**config.mk**
```make
export PLATFORM = sky130hd
export DESIGN_NAME = instr_fetch
export DESIGN_NICKNAME = d
export VERILOG_FILES = /design/src/rtl/fetch_pkg.sv /design/src/rtl/instr_fifo.sv /design/src/rtl/instr_fetch.sv
export SDC_FILE = /design/constraint.sdc
export NUM_CORES = 1
export LEC_CHECK = 0
export BUFFER_PORTS_ARGS = -buffer_cell sky130_fd_sc_hd__buf_2
export CAP_MARGIN = 30
export CORE_MARGIN = 4
export CORE_UTILIZATION = 50
export CTS_CLUSTER_SIZE = 25
export DETAILED_ROUTE_END_ITERATION = 8
export PLACE_DENSITY = 0.7
export SYNTH_ARGS = -nofsm -noshare
export SYNTH_HDL_FRONTEND = slang
export SYNTH_HIERARCHICAL = 1
export SYNTH_SLANG_ARGS = --single-unit
export TNS_END_PERCENT = 100
```
**constraint.sdc**
```tcl
create_clock -name clk -period 12.25 [get_ports clk]
set_clock_uncertainty 0.05 [all_clocks]
set_input_delay 0.6125 -clock clk [delete_from_list [all_inputs] [get_ports clk]]
set_output_delay 0.6125 -clock clk [all_outputs]
set_load 0.02 [all_outputs]
```
**src/rtl/fetch_pkg.sv**
```systemverilog
// Shared types and constants for the instruction fetch unit.
package fetch_pkg;
    typedef enum logic {FETCH = 1'b0, DISCARD = 1'b1} fetch_state_t;
    localparam int INSTR_BYTES = 4;
    localparam int OP_W = 5;
endpackage

```
**src/rtl/instr_fifo.sv**
```systemverilog
// Synchronous prefetch FIFO holding {word, pc} pairs; flush wins over push/pop.
module instr_fifo #(
    parameter int W     = 64,
    parameter int DEPTH = 4
) (
    input  logic                   clk,
    input  logic                   reset,
    input  logic                   push,
    input  logic [W-1:0]           wdata,
    input  logic                   pop,
    input  logic                   flush,
    output logic [W-1:0]           rdata,
    output logic [$clog2(DEPTH):0] count
);
    localparam int AW = $clog2(DEPTH);
    localparam int CW = AW + 1;

    logic [W-1:0]  mem [DEPTH];
    logic [AW-1:0] wr_ptr;
    logic [AW-1:0] rd_ptr;
    logic          do_push;
    logic          do_pop;

    assign do_pop  = pop && (count != '0);
    assign do_push = push && ((count != CW'(DEPTH)) || do_pop);

    always_ff @(posedge clk or negedge reset) begin
        if (!reset) begin
            wr_ptr <= '0;
            rd_ptr <= '0;
            count  <= '0;
        end else if (flush) begin
            wr_ptr <= '0;
            rd_ptr <= '0;
            count  <= '0;
        end else begin
            if (do_push) wr_ptr <= wr_ptr + AW'(1);
            if (do_pop)  rd_ptr <= rd_ptr + AW'(1);
            if (do_push && !do_pop)      count <= count + CW'(1);
            else if (do_pop && !do_push) count <= count - CW'(1);
        end
    end

    // Storage is never reset; validity is tracked by count alone.
    always_ff @(posedge clk) begin
        if (do_push && !flush) mem[wr_ptr] <= wdata;
    end

    assign rdata = mem[rd_ptr];
endmodule

```
**src/rtl/instr_fetch.sv**
```systemverilog
// Instruction fetch/issue unit: imem req/ack, prefetch FIFO, redirect handling.
// Optional FETCH_STATS_EN adds saturating flush_count/stall_count outputs.
module instr_fetch
    import fetch_pkg::*;
#(
    parameter int           N        = 32,
    parameter int           DEPTH    = 4,
    parameter logic [N-1:0] RESET_PC = {N{1'b0}}
) (
    input  logic            clk,
    input  logic            reset,
    output logic            imem_req,
    output logic [N-1:0]    imem_addr,
    input  logic            imem_ack,
    input  logic [N-1:0]    imem_rdata,
    input  logic            redirect,
    input  logic [N-1:0]    redirect_pc,
    output logic            instr_valid,
    input  logic            instr_ready,
    output logic [N-1:0]    instr,
    output logic [N-1:0]    instr_pc,
    output logic [OP_W-1:0] op
`ifdef FETCH_STATS_EN
    ,
    output logic [15:0]     flush_count,
    output logic [15:0]     stall_count
`endif
);
    localparam int CW = $clog2(DEPTH) + 1;

    fetch_state_t   state_q, state_d;
    logic [N-1:0]   fetch_pc_q, fetch_pc_d;
    logic [N-1:0]   target_q, target_d;
    logic           req_en_q;
    logic           push;
    logic           pop;
    logic [N-1:0]   redirect_aligned;
    logic [2*N-1:0] head;
    logic [CW-1:0]  fifo_count;

    assign redirect_aligned = redirect_pc & ~N'(INSTR_BYTES - 1);

    // req_en holds the request low during reset and for the first cycle after release.
    assign imem_req  = req_en_q && ((state_q == DISCARD) || (fifo_count < CW'(DEPTH)));
    assign imem_addr = fetch_pc_q;

    always_ff @(posedge clk or negedge reset) begin
        if (!reset) begin
            state_q    <= FETCH;
            fetch_pc_q <= RESET_PC;
            req_en_q   <= 1'b0;
        end else begin
            state_q    <= state_d;
            fetch_pc_q <= fetch_pc_d;
            req_en_q   <= 1'b1;
        end
    end

    always_ff @(posedge clk) begin
        target_q <= target_d;
    end

    always_comb begin
        state_d    = state_q;
        fetch_pc_d = fetch_pc_q;
        target_d   = target_q;
        push       = 1'b0;
        case (state_q)
            FETCH: begin
                if (redirect) begin
                    if (imem_req && !imem_ack) begin
                        state_d  = DISCARD;
                        target_d = redirect_aligned;
                    end else begin
                        fetch_pc_d = redirect_aligned;
                    end
                end else if (imem_req && imem_ack) begin
                    push       = 1'b1;
                    fetch_pc_d = fetch_pc_q + N'(INSTR_BYTES);
                end
            end
            DISCARD: begin
                // The in-flight word belongs to the abandoned path and is dropped.
                if (imem_ack) begin
                    state_d    = FETCH;
                    fetch_pc_d = redirect ? redirect_aligned : target_q;
                end else if (redirect) begin
                    target_d = redirect_aligned;
                end
            end
            default: state_d = FETCH;
        endcase
    end

    assign pop = instr_valid && instr_ready;

    instr_fifo #(
        .W     (2 * N),
        .DEPTH (DEPTH)
    ) u_fifo (
        .clk   (clk),
        .reset (reset),
        .push  (push),
        .wdata ({imem_rdata, fetch_pc_q}),
        .pop   (pop),
        .flush (redirect),
        .rdata (head),
        .count (fifo_count)
    );

    assign instr_valid = (fifo_count != '0);
    assign instr       = instr_valid ? head[2*N-1:N] : '0;
    assign instr_pc    = instr_valid ? head[N-1:0]   : '0;
    assign op          = instr[N-1:N-OP_W];

`ifdef FETCH_STATS_EN
    always_ff @(posedge clk or negedge reset) begin
        if (!reset) begin
            flush_count <= '0;
            stall_count <= '0;
        end else begin
            if (redirect && (flush_count != 16'hFFFF))
                flush_count <= flush_count + 16'd1;
            if (!instr_valid && !redirect && (stall_count != 16'hFFFF))
                stall_count <= stall_count + 16'd1;
        end
    end
`endif
endmodule

```
==> impl_metrics.toml, run 1 <==
[yosys]
syn_nets = 961
ys.flop_type = "edfxtp_1"
yosys-top-cells-count = "288 x edfxtp_1, 113 x nand2_1, 68 x and2_1"
synth.top_cell.area_share_pct = 62.2
async_reset_ff_share_pct = 12.5
yosys_warnings = 6
synthTopCellsByArea = "edfxtp_1 62%, mux4_2 10%, dfrtp_1 7.4%"
ys_seq_area_share_pct = 69.6
syn_inst = 886
postSynthAreaPerCell_um2 = 15.7
synth_edf_count = 288
yosysUniqueCellTypes = 57
ys_seq_elements = 329
yosysTopAreaCell = "edfxtp_1"
syn-cell-area_mm2 = 0.0139
synth.most_common_cell = "edfxtp_1"

[timing]
max_freq_ghz = 0.284
slew_viol_final = 0
hold_viol_final = 0
worst_pin_slew_ns = 0.740
relSlewSlack_pct = 50.7
rsz0062_at_grt = "false"
period_needed_ns = 3.52
setup-tns-final_ns = 0
setup_violations = 0
fin_crit_sh_pct = 28.7

[placed_design]
place_inst = 1391
hpwlAfterDp_mm = 17.8
io_buffer_count = 169
place_congestion = 0.776

[drt]
firstDrtPassIters = 6
drt-initial-drc-count = 652
routed_wl_mm = 28.9
avgViaCountPerCell = 5.57
routedWlPerCell_um = 19.9
antenna_left = 0
routed-via-count = 8105
drc = 0

[global_route]
grt_max_degree = 66
grt_usage_pct = 19.0
grt_pass1_wl_mm = 46.2
grt_antenna_before_repair = 2
overflow = 0
grt_pass1_vias = 8170

[critical_path]
r2r-start = "state_q"
worstReg2RegEnd = "u_fifo/mem[3][60]"
crit_end = "op[4]"
start_kind = "flop"
startpoint = "u_fifo/rd_ptr[0]"
arrival_ns = 2.85
cp_max_fo = 28
r2r.worst_path.cells = 6
r2r_slack_ns = 9.12
worstSetupEndpointType = "output pin"
worst_ep_required_time_ns = 11.59
path_class = "reg2out"

[clocking]
cts-root-buf = "clkbuf_16"
cts_tree = "built"
htreeDepth = 2
cts_sinks = 329
cts_max_path_buffers = 3
post_cts_resized = 0
cts-buffers-inserted = 35
postCtsSetupRepairBufs = 0
hold_buffers = 1
path_clk_slew_ns = 0.06
clk_latency_ns = 0.51

[layout]
nets = 1132
finalCoreUtilization_pct = 60.6
area_growth_pct = 18.5
multiInputGateArea_mm2 = 0.00396
regArea_mm2 = 0.00968
drive_gt1_share_pct = 30.3
fillers = 2088
layout.cells.non_filler = 1455
antenna_cells = 0

[job]
drv_cap = 0

[pwr]
p_sw_share_pct = 22.8
powerDensity_mw_per_mm2 = 163
comb_power_share_pct = 7.5
clkPwrFrac_pct = 42.3
ir_drop_v = 0.0000878
switching_power_uw = 612
p_leak_uw = 0.00601
pwr-share-seq_pct = 50.2
internal-power_uw = 2070

[die]
ios = 172
rows = 60
initial_core_util_pct = 51.1
die_height_um = 175
die_x_um = 175
core-area_mm2 = 0.0272
die_area_mm2 = 0.0305

[hold_path]
whs_path_depth = 1
min_path_type = "in2reg"

[outcome]
outcome = "complete, no violations"
## critical path: stages (launching register included)
cell and delay [ns]:
dfrtp_4 0.65, buf_4 0.51, buf_16 0.29, mux4_2 0.55, and2_1 0.16, buf_2 0.15
## per-stage QoR
stage | hold WS (ns) | power [uW] | area, um2 | setup WS [ns]
floorplan | 0.267 | 1470 | 13900 | 4.98
global placement | 0.468 | 1560 | 15100 | 8.71
detailed placement | 0.475 | 1570 | 15200 | 8.69
CTS | 0.252 | 2710 | 16500 | 8.64
global route | 0.258 | 2790 | 16500 | 8.51
finish | 0.276 | 2680 | 16500 | 8.73
## per-layer routing
layer	up-vias	wire length (um)	global-route usage, %
met4	2	438	4.09
li1	3762	-	-
met1	4049	12300	26.6
met2	253	14200	31.1
met3	39	2000	4.11
met5	-	7	0
## cells by family (layout without fill, tap and decap cells)
family | count (synthesis) | after routing | synth area share, %
compound gates | 124 | 124 | 6.00
xor+xnor | 3 | 3 | 0.189
fa+ha+maj | 6 | 6 | 0.594
buf+inv | 67 | 264 | 2.19
flops | 329 | 329 | 69.6
mux | 76 | 76 | 11.3
other cells | 1 | 1 | 0.0270
simple gates | 280 | 280 | 10.1
## worst min-delay path by stage
stage / startpoint / slack, ns / endpoint
CTS: imem_rdata[12] / 0.25 / u_fifo/mem[1][44]
finish: imem_rdata[12] / 0.28 / u_fifo/mem[1][44]
global placement: target_q[25] / 0.47 / target_q[25]
global route: imem_rdata[6] / 0.26 / u_fifo/mem[0][38]
floorplan: reset / 0.27 / imem_addr[0]
detailed placement: target_q[25] / 0.47 / target_q[25]
## cell type report
class | count | area share (%)
Inverter | 11 | 0.251
Tap cell | 372 | 2.83
Timing Repair Buffer | 190 | 6.43
Multi-Input combinational cell | 490 | 24.1
Clock buffer | 39 | 5.67
Clock inverter | 24 | 1.96
Sequential cell | 329 | 58.8
## cells in the final DEF, fill, tap and decap left out, types with 5 or more instances in the layout
master,instances
edfxtp_1,288
buf_2,169
nand2_1,113
and2_1,68
mux4_2,64
dfrtp_1,39
nor2_1,38
clkbuf_16,37
o21ai_0,32
a21oi_1,17
buf_4,17
a22o_1,15
a22oi_1,13
nand3_1,12
inv_1,11
a31oi_1,11
bufinv_16,8
clkinv_2,8
nand2b_1,7
and3_1,7
nand4_1,7
mux2i_1,7
o31a_1,7
o22ai_1,6
o211ai_1,5
ha_1,5
clkinv_1,5
## registers in the layout (all words and copies together), names as in the netlist
register,cells
u_fifo/mem,256
req_en_q,1
target_q,32
imem_addr,32
u_fifo/wr_ptr,2
u_fifo/count,3
state_q,1
u_fifo/rd_ptr,2
## power groups by stage
stage               registers, uW  logic, uW  clock network (uW)
floorplan                    1370       99.4                   0
global placement             1370        196                   0
detailed placement           1370        202                   0
CTS                          1350        203                1160
global route                 1360        221                1210
finish                       1350        200                1130
(Power assumes the default switching activity.)
==> inputs of run 2 (changes only) <==
clock period = 3.3 ns   (was 12.25 ns; I/O delays follow)
==> run 2 against run 1 <==
  * Sequential share of layout area fell by 2.1 points
  * Cell area rose by 3.7%
  * Combinational power rose to 4.1 times the previous value
  * Non-clock buffer count rose by 64
  * First-iteration DRC count rose by 5.4%
  * Routed wire length rose by 3.2%
  * Via count rose by 3.9%
  * Die area did not move
  * Critical path depth did not move
  * Hold slack got worse by 0.23 ns
  * Largest cell class unchanged
  * Utilization rose by 2.2 points
==> impl_metrics.toml, run 2 (synthesis results as in run 1) <==
[layout]
final_common_cell = "edfxtp_1"
largest_reg_flops = 256
drive_gt1_share_pct = 28.3
layout.cells.non_filler = 1522
top_register = "u_fifo/mem"
layout_common_cells = "288 x edfxtp_1, 169 x buf_2, 113 x nand2_1"
finalCoreUtilization_pct = 62.8
area_growth_pct = 22.8
nets = 1197

[pwr]
p_sw_share_pct = 24.1
ir_drop_v = 0.000410
clkPwrFrac_pct = 38.2
p_leak_uw = 0.00624
pwr-share-seq_pct = 53.1
powerDensity_mw_per_mm2 = 552
finalPower_uw = 9420
switching_power_uw = 2270
internal-power_uw = 7150
comb_power_share_pct = 8.7

[clocking]
cts_max_path_buffers = 3
clk_latency_ns = 0.50
htreeDepth = 2
cts_sinks = 329
cts-buffers-inserted = 36
cts_tree = "built"
path_clk_slew_ns = 0.06
cts-root-buf = "clkbuf_16"

[global_route]
grt_antenna_before_repair = 0
grt_pass1_vias = 8359
overflow = 0
grt_max_degree = 66
grt_pass1_wl_mm = 47.2
grt_usage_pct = 19.5

[placed_design]
place_congestion = 0.784
hpwlAfterDp_mm = 17.9
place_inst = 1391
io_buffer_count = 169

[drt]
avgViaCountPerCell = 5.53
routed_wl_mm = 29.8
drc = 0
firstDrtPassIters = 5
drt-initial-drc-count = 687
antenna_left = 0
routedWlPerCell_um = 19.6
routed-via-count = 8421

[timing]
period_needed_ns = 2.75
max_freq_ghz = 0.363
setup_violations = 0
rsz0062_at_grt = "false"
relSlewSlack_pct = 57.5
setup-tns-final_ns = 0
slew_viol_final = 0
worst_pin_slew_ns = 0.637
hold_viol_final = 0
fin_crit_sh_pct = 83.4
fin_hold_ws_ns = 0.0492

[critical_path]
max_stage_delay_ns = 0.59
path_class = "reg2reg"
start_kind = "flop"
worst_ep_required_time_ns = 3.45
arrival_ns = 2.90
cp_max_fo = 21
critical_path.cell_chain = "nor2_4 -> and3_4 -> o21ai_4 -> nor3b_4 -> buf_12"
worstSetupEndpointType = "flop"
cp_slowest_cell = "dfrtp_1"

[die]
die_x_um = 175
die_area_mm2 = 0.0305
core-area_mm2 = 0.0272
die_height_um = 175
rows = 60
ios = 172
initial_core_util_pct = 51.1

[outcome]
outcome = "complete, no violations"

[job]
drv_cap = 0

[hold_path]
min_path_type = "in2reg"
## run 2: changes by cell type in the layout (fill, tap and decap cells not counted), moves of 2 or more
| cell | before | now |
|---|---|---|
| dlygate4sd3_1 | 1 | 64 |
| buf_12 | 1 | 12 |
| clkbuf_1 | 2 | 12 |
| buf_4 | 17 | 9 |
| bufinv_16 | 8 | 0 |
| nor3b_2 | 4 | 0 |
| nor3b_4 | 0 | 4 |
| buf_16 | 2 | 0 |
| clkinvlp_4 | 2 | 0 |
| inv_6 | 0 | 2 |
## run 2: critical path, delay by kind of cell, from the launching register on
family	cells	cell delay, ns
DFF	1	0.59
and+or+nand+nor	3	1.41
AOI/OAI and AO/OA	1	0.12
buffers and inverters	1	0.26
## run 2: layout make-up
type | instances | area, um2
Fill cell | 2023 | 10100
Sequential cell | 329 | 9680
Clock inverter | 16 | 88.8
Inverter | 11 | 41.3
Clock buffer | 49 | 971
Tap cell | 372 | 465
Antenna cell | 1 | 2.50
Timing Repair Buffer | 254 | 1790
Multi-Input combinational cell | 490 | 4020
## run 2: power by group through the flow
| stage | combinational [uW] | sequential (uW) | clock [uW] |
|---|---|---|---|
| after CTS | 825 | 5000 | 3670 |
| after global placement | 751 | 5070 | 0 |
| final | 822 | 5000 | 3600 |
| after floorplan | 380 | 5080 | 0 |
| after global routing | 903 | 5040 | 3880 |
| after detailed placement | 765 | 5090 | 0 |
## run 2: routing by layer
layer  global-route usage (%)  vias up  part of all wire [%]
met4                     3.83        0                   1.4
li1                         -     3889                     -
met1                     28.0     4189                    43
met3                     3.63       36                   6.7
met2                     31.7      307                    49
met5                        0        -                     0
## run 2: timing repair
action,4_1_cts,5_1_grt
hold endpoints to repair,206,2
hold buffers,63,1
gates resized for setup,0,0
setup buffers,0,0
## run 2: through the flow
stage | instance area [um2] | setup slack (ns)
floorplan | 14000 | -0.00256
global placement | 15300 | 0.594
detailed placement | 15300 | 0.513
CTS | 17000 | 0.511
global route | 17100 | 0.414
finish | 17100 | 0.548
## run 2: path summary, 6_finish.rpt
path	end	startpoint	slack [ns]	depth (start not counted)
min in group asynchronous	imem_addr[17]	reset	0.52	3
min reg2reg	target_q[25]	target_q[25]	0.49	2
max reg2reg	u_fifo/mem[0][5]	state_q	0.55	5
max	u_fifo/mem[0][5]	state_q	0.55	5
min	state_q	imem_ack	0.05	3
max in group asynchronous	u_fifo/rd_ptr[0]	reset	2.23	4
==> inputs of run 3 (changes only) <==
clock period = 2.7 ns   (was 3.3 ns; I/O delays follow)
==> run 3 against run 2 <==
  * Utilization up 0.90 points
  * Final cell count up 0.99%
  * Sequential power up 22%
  * Sequential share of layout area down 0.80 points
  * Hold slack worse by 0.018 ns
  * Non-clock buffer count up 14
  * Clock power up 34%
  * Global-route usage up 0.28 points
  * Maximum frequency up 9.5%
  * Setup slack worse by 0.36 ns
==> impl_metrics.toml, run 3 (synthesis results as in run 1) <==
[outcome]
outcome = "complete, no violations"

[critical_path]
worstReg2RegEnd = "u_fifo/count[2]"
crit_buf_inv = 1
arrival_ns = 2.89
worst_ep_required_time_ns = 3.08
max_stage_delay_ns = 0.51
critPathTopFamily = "simple AND/OR/NAND/NOR gates"
path_class = "reg2reg"
cp_slowest_cell = "or3_2"
r2r-start = "u_fifo/count[1]"
worstSetupEndpointType = "flop"
r2r.worst_path.cells = 9
start_kind = "flop"
critical_path.cell_chain = "or3_2 -> and2_1 -> buf_4 -> o21ai_0 -> and3_1 -> fa_1 -> nand2b_1 -> or3_1 -> a31oi_1"
r2r_slack_ns = 0.19
cp_max_fo = 9

[clocking]
htreeDepth = 2
clk_latency_ns = 0.51
cts-root-buf = "clkbuf_16"
cts_tree = "built"
path_clk_slew_ns = 0.06
cts_sinks = 329
postCtsSetupRepairBufs = 0
cts_max_path_buffers = 3
cts-buffers-inserted = 36

[die]
core-area_mm2 = 0.0272
die_x_um = 175
ios = 172
die_height_um = 175
rows = 60
die_area_mm2 = 0.0305
initial_core_util_pct = 51.1

[pwr]
p_sw_share_pct = 23.5
switching_power_uw = 2800
comb_power_share_pct = 8.8
powerDensity_mw_per_mm2 = 690
clkPwrFrac_pct = 40.3
internal-power_uw = 9140
ir_drop_v = 0.000518
p_leak_uw = 0.00637
pwr-share-seq_pct = 51.0

[layout]
area_growth_pct = 24.6
final_common_cell = "edfxtp_1"
fillers = 1980
largest_reg_flops = 256
design_area_mm2 = 0.0173
multiInputGateArea_mm2 = 0.00403
regArea_mm2 = 0.00968
top_register = "u_fifo/mem"
drive_gt1_share_pct = 29.6
nets = 1211
finalCoreUtilization_pct = 63.7
layout_common_cells = "288 x edfxtp_1, 169 x buf_2, 113 x nand2_1"

[global_route]
top_usage_layer = "met2"
grt_use_met3_pct = 3.63
grt_use_met1_pct = 28.9
grt_antenna_before_repair = 1
grt_max_degree = 66
overflow = 0
grt_pass1_wl_mm = 47.9
met2_usage_pct = 31.4
grt_pass1_vias = 8462
grt_usage_pct = 19.7

[timing]
slew_viol_final = 0
worst_pin_slew_ns = 0.710
hold_viol_final = 0
fin_crit_sh_pct = 93.1
max_freq_ghz = 0.398
setup_violations = 0
fin_hold_ws_ns = 0.0309
rsz0062_at_grt = "false"
relSlewSlack_pct = 51.7
period_needed_ns = 2.51

[drt]
avgViaCountPerCell = 5.48
antenna_left = 0
drc = 0
firstDrtPassIters = 5
routed-via-count = 8423
routed_wl_mm = 30.1
routedWlPerCell_um = 19.6
drt-initial-drc-count = 734

[hold_path]
min_from = "imem_ack"
min_path_type = "in2reg"
hold_end = "state_q"
whs_path_depth = 3

[placed_design]
place_congestion = 0.779
placed_area_mm2 = 0.0154
hpwlAfterDp_mm = 18.8
io_buffer_count = 169

[job]
drv_cap = 0
==> run 3: through the flow <==
stage / total power (uW) / TNS, ns / setup WS (ns) / std cells
after floorplan: 6670 / -154.25 / -0.603 / 886
after global placement: 7130 / 0 / 0.138 / 1403
after detailed placement: 7170 / 0 / 0.0741 / 1405
after CTS: 12100 / 0 / 0.0809 / 1534
after global routing: 12400 / 0 / 0.00850 / 1536
final: 11900 / 0 / 0.186 / 1537
==> run 3: worst max path at each step <==
stage               startpoint                 to  cells after the start
2_1_floorplan          state_q   u_fifo/mem[0][0]                      6
3_3_place_gp           state_q   u_fifo/mem[0][3]                      6
3_5_place_dp           state_q  u_fifo/mem[3][40]                      6
4_1_cts                state_q  u_fifo/mem[3][41]                      6
5_1_grt        u_fifo/count[0]    u_fifo/count[2]                      9
6_report       u_fifo/count[1]    u_fifo/count[2]                      9
==> run 3: layout make-up <==
class	count	area share (%)
clock buffer	49	5.85
clock inverter	17	0.998
antenna	1	0.0145
sequential	329	55.9
inverter	11	0.239
timing repair buffer	268	11.0
tap	372	2.69
multi-input combinational	490	23.3
==> run 3: metal layers <==
layer	vias to the layer above	share of wire (%)	wire (um)
met4	2	1.5	447
met2	271	47	14300
met5	-	0.043	13
met3	39	6.4	1920
met1	4193	45	13500
li1	3918	-	-
==> run 3: power groups by stage <==
stage	clock, uW	sequential [uW]	combinational [uW]
2_1_floorplan	0	6210	464
3_3_place_gp	0	6180	955
3_5_place_dp	0	6190	975
4_1_cts	4930	6090	1050
5_1_grt	5160	6130	1140
6_report	4810	6090	1050
==> run 3: timing repair <==
| item | CTS | global route |
|---|---|---|
| endpoints found under the hold margin | 210 | 0 |
| gates resized for setup | 0 | 1 |
| hold buffers | 63 | 0 |
| setup endpoints to repair | 0 | 1 |
==> run 3: worst min-delay path, delay by kind of cell <==
| family | cells | cell delay [ns] |
|---|---|---|
| compound gates | 1 | 0.21 |
| buf+inv | 1 | 0.13 |
| simple gates | 1 | 0.06 |
